### src/rtl/mult_div_unit.sv
// Iterative 32-bit multiply/divide unit with architectural HI/LO registers.
// One shift-add or restoring subtract-shift step per clock; signs are fixed up in a final cycle.
module mult_div_unit (
  input  logic        Clock,
  input  logic        Reset_n,
  input  logic        Start,
  input  logic [1:0]  Op,
  input  logic [31:0] Operand_A,
  input  logic [31:0] Operand_B,
  input  logic        Write_Hi,
  input  logic        Write_Lo,
  input  logic [31:0] Write_Data,
  output logic        Busy,
  output logic        Done,
  output logic        Div_By_Zero,
  output logic [31:0] Hi,
  output logic [31:0] Lo
);

  // state | meaning
  // IDLE  | waiting for Start; MTHI/MTLO strobes accepted here
  // RUN   | 32 iteration steps, one per edge
  // FIX   | sign correction, HI/LO update, Done raised
  typedef enum logic [1:0] {S_IDLE, S_RUN, S_FIX} state_t;

  state_t      r_state, w_next;
  logic [4:0]  r_cnt;
  logic        r_is_div, r_neg_q, r_neg_r, r_b_zero;
  logic [31:0] r_acc_hi, r_acc_lo, r_b, r_raw_a;
  logic [31:0] r_hi, r_lo;
  logic        r_done, r_dbz;

  logic        w_accept, w_signed;
  logic [31:0] w_mag_a, w_mag_b;
  logic [32:0] w_mul_sum, w_trial;
  logic [31:0] w_step_hi, w_step_lo;
  logic [63:0] w_prod, w_prod_fix;
  logic [31:0] w_quo_fix, w_rem_fix;

  assign w_accept = (r_state == S_IDLE) && Start;
  assign w_signed = ~Op[0];
  assign w_mag_a  = (w_signed && Operand_A[31]) ? -Operand_A : Operand_A;
  assign w_mag_b  = (w_signed && Operand_B[31]) ? -Operand_B : Operand_B;

  // r_acc_hi holds partial product / partial remainder, r_acc_lo the multiplier / quotient bits
  assign w_mul_sum = {1'b0, r_acc_hi} + (r_acc_lo[0] ? {1'b0, r_b} : 33'd0);
  assign w_trial   = {r_acc_hi, r_acc_lo[31]} - {1'b0, r_b};

  always_comb begin
    w_step_hi = 32'd0;
    w_step_lo = 32'd0;
    if (!r_is_div) begin
      w_step_hi = w_mul_sum[32:1];
      w_step_lo = {w_mul_sum[0], r_acc_lo[31:1]};
    end else if (!w_trial[32]) begin
      w_step_hi = w_trial[31:0];
      w_step_lo = {r_acc_lo[30:0], 1'b1};
    end else begin
      w_step_hi = {r_acc_hi[30:0], r_acc_lo[31]};
      w_step_lo = {r_acc_lo[30:0], 1'b0};
    end
  end

  assign w_prod     = {r_acc_hi, r_acc_lo};
  assign w_prod_fix = r_neg_q ? -w_prod : w_prod;
  assign w_quo_fix  = r_neg_q ? -r_acc_lo : r_acc_lo;
  assign w_rem_fix  = r_neg_r ? -r_acc_hi : r_acc_hi;

  always_ff @(posedge Clock or negedge Reset_n) begin
    if (!Reset_n) r_state <= S_IDLE;
    else          r_state <= w_next;
  end

  always_comb begin
    w_next = r_state;
    case (r_state)
      S_IDLE:  if (Start) w_next = S_RUN;
      S_RUN:   if (r_cnt == 5'd31) w_next = S_FIX;
      S_FIX:   w_next = S_IDLE;
      default: w_next = S_IDLE;
    endcase
  end

  always_ff @(posedge Clock or negedge Reset_n) begin
    if (!Reset_n) begin
      r_cnt    <= 5'd0;
      r_is_div <= 1'b0;
      r_neg_q  <= 1'b0;
      r_neg_r  <= 1'b0;
      r_b_zero <= 1'b0;
      r_acc_hi <= 32'd0;
      r_acc_lo <= 32'd0;
      r_b      <= 32'd0;
      r_raw_a  <= 32'd0;
      r_hi     <= 32'd0;
      r_lo     <= 32'd0;
      r_done   <= 1'b0;
      r_dbz    <= 1'b0;
    end else begin
      r_done <= (r_state == S_FIX);
      if (w_accept) begin
        r_cnt    <= 5'd0;
        r_is_div <= Op[1];
        r_neg_q  <= w_signed & (Operand_A[31] ^ Operand_B[31]);
        r_neg_r  <= w_signed & Operand_A[31];
        r_b_zero <= (Operand_B == 32'd0);
        r_acc_hi <= 32'd0;
        r_acc_lo <= w_mag_a;
        r_b      <= w_mag_b;
        r_raw_a  <= Operand_A;
        r_dbz    <= 1'b0;
      end else if (r_state == S_IDLE) begin
        if (Write_Hi) r_hi <= Write_Data;
        if (Write_Lo) r_lo <= Write_Data;
      end else if (r_state == S_RUN) begin
        r_cnt    <= r_cnt + 5'd1;
        r_acc_hi <= w_step_hi;
        r_acc_lo <= w_step_lo;
      end else if (r_state == S_FIX) begin
        if (!r_is_div) begin
          r_hi <= w_prod_fix[63:32];
          r_lo <= w_prod_fix[31:0];
        end else if (r_b_zero) begin
          r_hi  <= r_raw_a;
          r_lo  <= 32'hFFFF_FFFF;
          r_dbz <= 1'b1;
        end else begin
          r_hi <= w_rem_fix;
          r_lo <= w_quo_fix;
        end
      end
    end
  end

  assign Busy        = (r_state != S_IDLE);
  assign Done        = r_done;
  assign Div_By_Zero = r_dbz;
  assign Hi          = r_hi;
  assign Lo          = r_lo;

endmodule

### config.mk
export PLATFORM = sky130hd
export DESIGN_NAME = mult_div_unit
export DESIGN_NICKNAME = d
export VERILOG_FILES = /design/src/rtl/mult_div_unit.sv
export SDC_FILE = /design/constraint.sdc
export NUM_CORES = 1
export LEC_CHECK = 0
export ABC_AREA = 1
export ABC_CLOCK_PERIOD_IN_PS = 7000
export CAP_MARGIN = 5
export CORE_AREA = 3 3 166 232
export CTS_CLUSTER_DIAMETER = 100
export CTS_CLUSTER_SIZE = 28
export DETAILED_ROUTE_END_ITERATION = 10
export DIE_AREA = 0 0 169 235
export PLACE_DENSITY = 0.72
export SYNTH_ARGS = -nofsm -noshare
export SYNTH_HDL_FRONTEND = slang
export SYNTH_SLANG_ARGS = --single-unit
### constraint.sdc
create_clock -name Clock -period 7 [get_ports Clock]
set_input_delay 1.75 -clock Clock [delete_from_list [all_inputs] [get_ports Clock]]
set_output_delay 1.75 -clock Clock [all_outputs]
set_load 0.02 [all_outputs]
==> flow_metrics.env, run 1 <==
export IMPL_vias_per_cell=6.01
export IMPL_drc=0
export IMPL_wl_per_cell_um=22.2
export IMPL_synthTopCellsByCount="nand2_1, nor2_1, inv_1"
export IMPL_postCtsHoldBufs=0
export IMPL_final_setup_worst_slack_ps=2370
export IMPL_root_buffer="clkbuf_16"
export IMPL_net_switching_power_uw=7260
export IMPL_fin_nets=3408
export IMPL_cts_sinks=205
export IMPL_synth_seq_cells=205
export IMPL_die_area_um2=39700
export IMPL_drive_gt1_share_pct=3.27
export IMPL_coreArea_um2=36700
export IMPL_initial_core_util_pct=51.6
export IMPL_tightest_slew_ps=1150
export IMPL_synthCells=3149
export IMPL_hold_path_class="flop to flop"
export IMPL_clock_skew_ps=20.7
export IMPL_insertion_delay_ps=510
export IMPL_drt_wl_total_um=82300
export IMPL_clk_pin_slew_ps=110
export IMPL_fillers=3665
export IMPL_power_density_nw_per_um2=572
export IMPL_yosysSeqAreaShare_pct=27.1
export IMPL_holdWs_ps=508
export IMPL_ff2ff_path_depth=17
export IMPL_postCtsSetupBuffers=0
export IMPL_drtPass1Iterations=9
export IMPL_yosys_top_cells_area="dfrtp_1, nand2_1, nor2_1, inv_1, a21oi_1"
export IMPL_reg2reg_to="r_acc_hi[30]$_DFFE_PN0P_"
export IMPL_multi_input_area_um2=11800
export IMPL_antenna_found_initial=0
export IMPL_synth_most_common_cell="nand2_1"
export IMPL_hpwl_um=64600
export IMPL_yosys_cell_types_count=55
export IMPL_cts_htree_levels=1
export IMPL_drt_iter0_drc=2582
export IMPL_crit_fanout=69
export IMPL_power_uw=12200
export IMPL_worstSetupEndpoint="Busy"
export IMPL_rsz0062_at_grt="false"
export IMPL_p_seq_share_pct=22.1
export IMPL_vdd_drop_max_uv=338
export IMPL_syn_to_final_growth_pct=12.5
export IMPL_cp_arrival_ps=2880
export IMPL_drt_antenna_violating_nets=0
export IMPL_synthesis_nets=3324
export IMPL_maxSlewHeadroom_pct=23.3
export IMPL_post_synth_top_area_fraction_pct=27.1
export IMPL_core_rowCount=83
export IMPL_port_buffers=169
export IMPL_placed_cells=3686
export IMPL_globalplace_congestion=1.07
export IMPL_p_sw_share_pct=59.6
export IMPL_max_cap_violations=0
export IMPL_status="completed"
export IMPL_cts_tree="done"
export IMPL_grt_pass1_vias=21282
export IMPL_io_pins=170
export IMPL_fp_dieH_um=235
export IMPL_max_freq_mhz=216
export IMPL_p_int_uw=4930
export IMPL_grt_total_usage_pct=40.1
export IMPL_ys_flop_type="dfrtp_1"
export IMPL_ctsResizeCount=0
export IMPL_fin_crit_ps=4630
export IMPL_grt_pass1_wl_um=123000
export IMPL_numCtsBuffers=12
export IMPL_die_w_um=169
export IMPL_pwr_share_comb_pct=71.1
export IMPL_rrSetupSlack_ps=3220
export IMPL_fin_crit_sh_pct=66.1
export IMPL_rr_startpoint="r_b[25]$_DFFE_PN0P_"
export IMPL_seqCellArea_um2=5130
export IMPL_setup_viol=0
export IMPL_grt_max_degree=111
export IMPL_power_leakage_uw=0.0106
export IMPL_synth_edff_count=0
export IMPL_ys_async_sr_fraction_pct=100
export IMPL_fin_tns_setup_ps=0
export IMPL_hold_viol_final=0
export IMPL_postSynthAreaPerCell_um2=6.01
export IMPL_crit_path_end_kind="output pin"
export IMPL_worstSetupStartpoint="r_state[0]$_DFFE_PN0P_"
export IMPL_yosys_area_top_type="dfrtp_1"
export IMPL_start_kind="flop"
export IMPL_p_clk_share_pct=6.7
export IMPL_final_cells=3705
export IMPL_place_ws_ps=2520
export IMPL_clk_path_buf_depth=3
export IMPL_ys_warn_count=0
export IMPL_critPathKind="flop to output pin"
export IMPL_cp_required_ps=5250
export IMPL_overflow=0
export IMPL_synth_area_um2=18900
export IMPL_slew_violations=0
export IMPL_dr_total_vias=22253
==> cells in the final DEF, fill, tap and decap left out, types with 15 or more instances in the layout <==
| cell | instances |
|---|---|
| xnor2_1 | 23 |
| nand3b_1 | 18 |
| nand4_1 | 47 |
| ha_1 | 70 |
| xor2_1 | 34 |
| nor3_1 | 29 |
| nand3_1 | 262 |
| dfrtp_1 | 204 |
| nand2_1 | 907 |
| buf_4 | 19 |
| a221oi_1 | 20 |
| nor2_2 | 15 |
| o21ai_1 | 19 |
| o21ai_0 | 206 |
| a21oi_1 | 267 |
| inv_1 | 380 |
| clkdlybuf4s50_1 | 168 |
| nor2_1 | 387 |
==> cell type report <==
type	instances	share of cell area [%]
multi-input combinational	2429	55.6
sequential	205	24.1
timing repair buffer	189	8.72
inverter	396	6.98
tap	467	2.74
clock buffer	14	1.54
clock inverter	4	0.305
antenna	1	0.0117
==> power by group through the flow <==
stage          logic [uW]  clock network, uW  registers [uW]
2_1_floorplan        5650                  0            2410
3_3_place_gp         8330                  0            2660
3_5_place_dp         8460                  0            2660
4_1_cts              8500                826            2640
5_1_grt              9540                852            2720
6_report             8670                823            2700
==> cells by family (layout without fill, tap and decap cells) <==
logic type | Yosys count | after routing | synth area share (%)
compound gates | 593 | 593 | 17.2
xor+xnor | 57 | 57 | 2.64
other cells | 0 | 1 | 0
fa+ha+maj | 72 | 72 | 4.84
flops | 205 | 205 | 27.1
buf+inv | 515 | 603 | 10.5
simple gates | 1707 | 1707 | 37.7
==> routing by layer <==
metal / track usage, % / up-vias / wire length (um)
met3: 4.24 / 425 / 5420
met2: 69.6 / 1181 / 40300
met5: 0 / - / 0
met4: 36.8 / 0 / 9940
li1: - / 10386 / -
met1: 41.9 / 10261 / 26600
==> per-stage QoR <==
stage	cell area, um2	utilization, %
final	21300	58.1
after global routing	21300	58.1
after CTS	21300	58.1
after detailed placement	20900	57.0
after global placement	20900	57.0
after floorplan	18900	-
==> state kept, by name, summed over array words and instances (netlist names), 2 cells and up <==
name	flops
r_raw_a	32
Hi	32
Lo	32
r_cnt	5
r_acc_hi	32
r_state	2
r_acc_lo	32
r_b	32
==> worst min-delay path by stage <==
| stage | start | end | slack, ps | cells after the start |
|---|---|---|---|---|
| 2_1_floorplan | r_raw_a[4]$_DFFE_PN0P_ | r_raw_a[4]$_DFFE_PN0P_ | 440 | 2 |
| 3_3_place_gp | r_raw_a[0]$_DFFE_PN0P_ | r_raw_a[0]$_DFFE_PN0P_ | 470 | 2 |
| 3_5_place_dp | r_raw_a[0]$_DFFE_PN0P_ | r_raw_a[0]$_DFFE_PN0P_ | 480 | 2 |
| 4_1_cts | r_raw_a[0]$_DFFE_PN0P_ | r_raw_a[0]$_DFFE_PN0P_ | 510 | 2 |
| 5_1_grt | r_raw_a[0]$_DFFE_PN0P_ | r_raw_a[0]$_DFFE_PN0P_ | 530 | 2 |
| 6_report | r_raw_a[0]$_DFFE_PN0P_ | r_raw_a[0]$_DFFE_PN0P_ | 510 | 2 |
==> critical path: stages (launching register included) <==
cell and delay [ps]:
dfrtp_1 580, nor2_4 60, buf_4 290, inv_2 100, buf_4 530, clkdlybuf4s50_1 730
Power figures use the tool's default switching activity.
==> run 2: changes to the inputs <==
--- a/config.mk
+++ b/config.mk
@@ -6,14 +6,14 @@
 export NUM_CORES = 1
 export LEC_CHECK = 0
 export ABC_AREA = 1
-export ABC_CLOCK_PERIOD_IN_PS = 7000
+export ABC_CLOCK_PERIOD_IN_PS = 4000
 export CAP_MARGIN = 5
 export CORE_AREA = 3 3 166 232
 export CTS_CLUSTER_DIAMETER = 100
 export CTS_CLUSTER_SIZE = 28
 export DETAILED_ROUTE_END_ITERATION = 10
 export DIE_AREA = 0 0 169 235
-export PLACE_DENSITY = 0.72
+export PLACE_DENSITY = 0.75
 export SYNTH_ARGS = -nofsm -noshare
 export SYNTH_HDL_FRONTEND = slang
 export SYNTH_SLANG_ARGS = --single-unit
==> constraint.sdc (replaced) <==
create_clock -name Clock -period 4 [get_ports Clock]
set_input_delay 1 -clock Clock [delete_from_list [all_inputs] [get_ports Clock]]
set_output_delay 1 -clock Clock [all_outputs]
set_load 0.02 [all_outputs]
==> run 2 against run 1 <==
Net effect: global-route usage up 0.60 points; sequential power up 67%; final area up 1.2%; clock skew up 14 ps; critical path depth up 14; utilization up 0.72 points; sequential cell count unchanged; worst setup slack worse by 1600 ps; worst hold slack worse by 32 ps; final cell count up 0.81%; highest routed layer is now met5.
==> flow_metrics.env, run 2 (synthesized netlist as in run 1, its figures left out) <==
export IMPL_drive_gt1_share_pct=4.19
export IMPL_vdd_drop_max_uv=602
export IMPL_seqCellArea_um2=5130
export IMPL_dr_total_vias=22487
export IMPL_grt_max_degree=80
export IMPL_multi_input_area_um2=11800
export IMPL_overflow=0
export IMPL_crit_fanout=25
export IMPL_grt_pass1_wl_um=125000
export IMPL_hpwl_um=67100
export IMPL_drt_wl_total_um=84100
export IMPL_fin_nets=3441
export IMPL_drtPass1Iterations=7
export IMPL_wl_per_cell_um=22.5
export IMPL_max_freq_mhz=305
export IMPL_max_cap_violations=0
export IMPL_coreArea_um2=36700
export IMPL_fp_dieH_um=235
export IMPL_p_int_uw=8810
export IMPL_cp_arrival_ps=3740
export IMPL_clock_skew_ps=35.0
export IMPL_holdWs_ps=476
export IMPL_cp_top_family="simple AND/OR/NAND/NOR gates"
export IMPL_globalplace_congestion=1.13
export IMPL_cpPeakStageDelay_ps=510
export IMPL_clk_pin_slew_ps=120
export IMPL_cts_htree_levels=1
export IMPL_p_clk_share_pct=6.6
export IMPL_cts_tree="done"
export IMPL_critPathKind="flop to flop"
export IMPL_cpMostUsedCell="nand2_1"
export IMPL_slew_violations=0
export IMPL_port_buffers=169
export IMPL_core_rowCount=83
export IMPL_setup_viol=0
export IMPL_final_common_cell="nand2_1"
export IMPL_layout_common_cells="nand2_1, nor2_1, inv_1"
export IMPL_pwr_share_comb_pct=72.6
export IMPL_antenna_found_initial=1
export IMPL_drc=0
export IMPL_cts_sinks=205
export IMPL_critical_path_cell_chain="inv_1 > ha_1 > fa_1 > inv_1 > nand2_1 > nand2_1 > nand3_1 > nand2_2 > nand2_1 > nand2_1 > nand2_4 > nand2_2 > nand2_1 > nand2_1 > buf_12 > nand3_1 > nand3_1 > nand2_1 > nand2_1"
export IMPL_postCtsSetupBuffers=0
export IMPL_vias_per_cell=6.02
export IMPL_crit_path_end_kind="flop"
export IMPL_status="completed"
export IMPL_p_sw_share_pct=59.3
export IMPL_maxSlewHeadroom_pct=13.7
export IMPL_cp_slowest_cell="dfrtp_1"
export IMPL_root_buffer="clkbuf_16"
export IMPL_grt_total_usage_pct=40.7
export IMPL_fin_crit_sh_pct=81.8
export IMPL_clk_path_buf_depth=3
export IMPL_hold_path_class="input pin to async pin"
export IMPL_ctsResizeCount=0
export IMPL_rsz0062_at_grt="false"
export IMPL_die_w_um=169
export IMPL_io_pins=170
export IMPL_die_area_um2=39700
export IMPL_initial_core_util_pct=51.6
export IMPL_syn_to_final_growth_pct=13.9
export IMPL_p_seq_share_pct=20.8
export IMPL_cp_num_buf_inv=3
export IMPL_tightest_slew_ps=1290
export IMPL_drt_antenna_violating_nets=0
export IMPL_antennaDiodeCount=0
export IMPL_fin_tns_setup_ps=0
export IMPL_insertion_delay_ps=520
export IMPL_postCtsHoldBufs=0
export IMPL_hold_viol_final=0
export IMPL_numCtsBuffers=12
export IMPL_power_leakage_uw=0.0108
export IMPL_fin_crit_ps=3270
export IMPL_fillers=3589
export IMPL_start_kind="flop"
export IMPL_cp_required_ps=4470
export IMPL_net_switching_power_uw=12900
export IMPL_power_density_nw_per_um2=1000
export IMPL_drt_iter0_drc=2349
export IMPL_grt_pass1_vias=21674
[run 2: worst register-to-register path, cell delays in order, from the launching register on]
cell and delay [ps]:
dfrtp_1 510, inv_1 170, ha_1 260, fa_1 400, inv_1 70, nand2_1 40, nand2_1 110, nand3_1 130
nand2_2 180, nand2_1 70, nand2_1 160, nand2_4 70, nand2_2 70, nand2_1 50, nand2_1 270, buf_12 250
nand3_1 180, nand3_1 110, nand2_1 50, nand2_1 50
[run 2: stage by stage]
step           utilization (%)  area, um2  power (uW)  instances  setup slack [ps]
3_5_place_dp              57.8      21200       19800       3719               501
3_3_place_gp              57.8      21200       19600       3719               598
2_1_floorplan                -      18900       14100       3149              1430
5_1_grt                   58.8      21600       23200       3735               530
4_1_cts                   58.8      21600       21300       3735               779
6_report                  58.8      21600       21700       3735               726
[run 2: final cells by class]
class                           count  share of cell area (%)
Multi-Input combinational cell   2429                    54.9
Sequential cell                   205                    23.8
Timing Repair Buffer              222                    9.88
Inverter                          396                    6.89
Tap cell                          467                    2.71
Clock buffer                       14                    1.53
Clock inverter                      2                   0.278
[run 2: worst paths after layout]
path	start	cells past startpoint	slack, ps	endpoint
max in group asynchronous	Reset_n	2	2670	r_neg_q$_DFFE_PN0P_
min reg2reg	Div_By_Zero$_DFFE_PN0P_	1	520	Div_By_Zero$_DFFE_PN0P_
min	Reset_n	1	480	Hi[18]$_DFFE_PN0P_
min in group Clock	Div_By_Zero$_DFFE_PN0P_	1	520	Div_By_Zero$_DFFE_PN0P_
max	r_acc_lo[31]$_DFFE_PN0P_	19	730	r_acc_hi[27]$_DFFE_PN0P_
max reg2reg	r_acc_lo[31]$_DFFE_PN0P_	19	730	r_acc_hi[27]$_DFFE_PN0P_
[run 2: power groups by stage]
| stage | sequential, uW | combinational [uW] | clock, uW |
|---|---|---|---|
| global route | 4530 | 17200 | 1510 |
| detailed placement | 4470 | 15300 | 0 |
| CTS | 4430 | 15400 | 1440 |
| floorplan | 4220 | 9890 | 0 |
| global placement | 4450 | 15100 | 0 |
| finish | 4500 | 15700 | 1430 |
[run 2: per-layer routing]
metal | track usage [%] | share of wire, % | up-vias
li1 | - | - | 10436
met1 | 41.8 | 33 | 10390
met5 | 0 | 0.015 | -
met4 | 40.0 | 13 | 2
met3 | 5.02 | 6.4 | 422
met2 | 69.7 | 48 | 1237
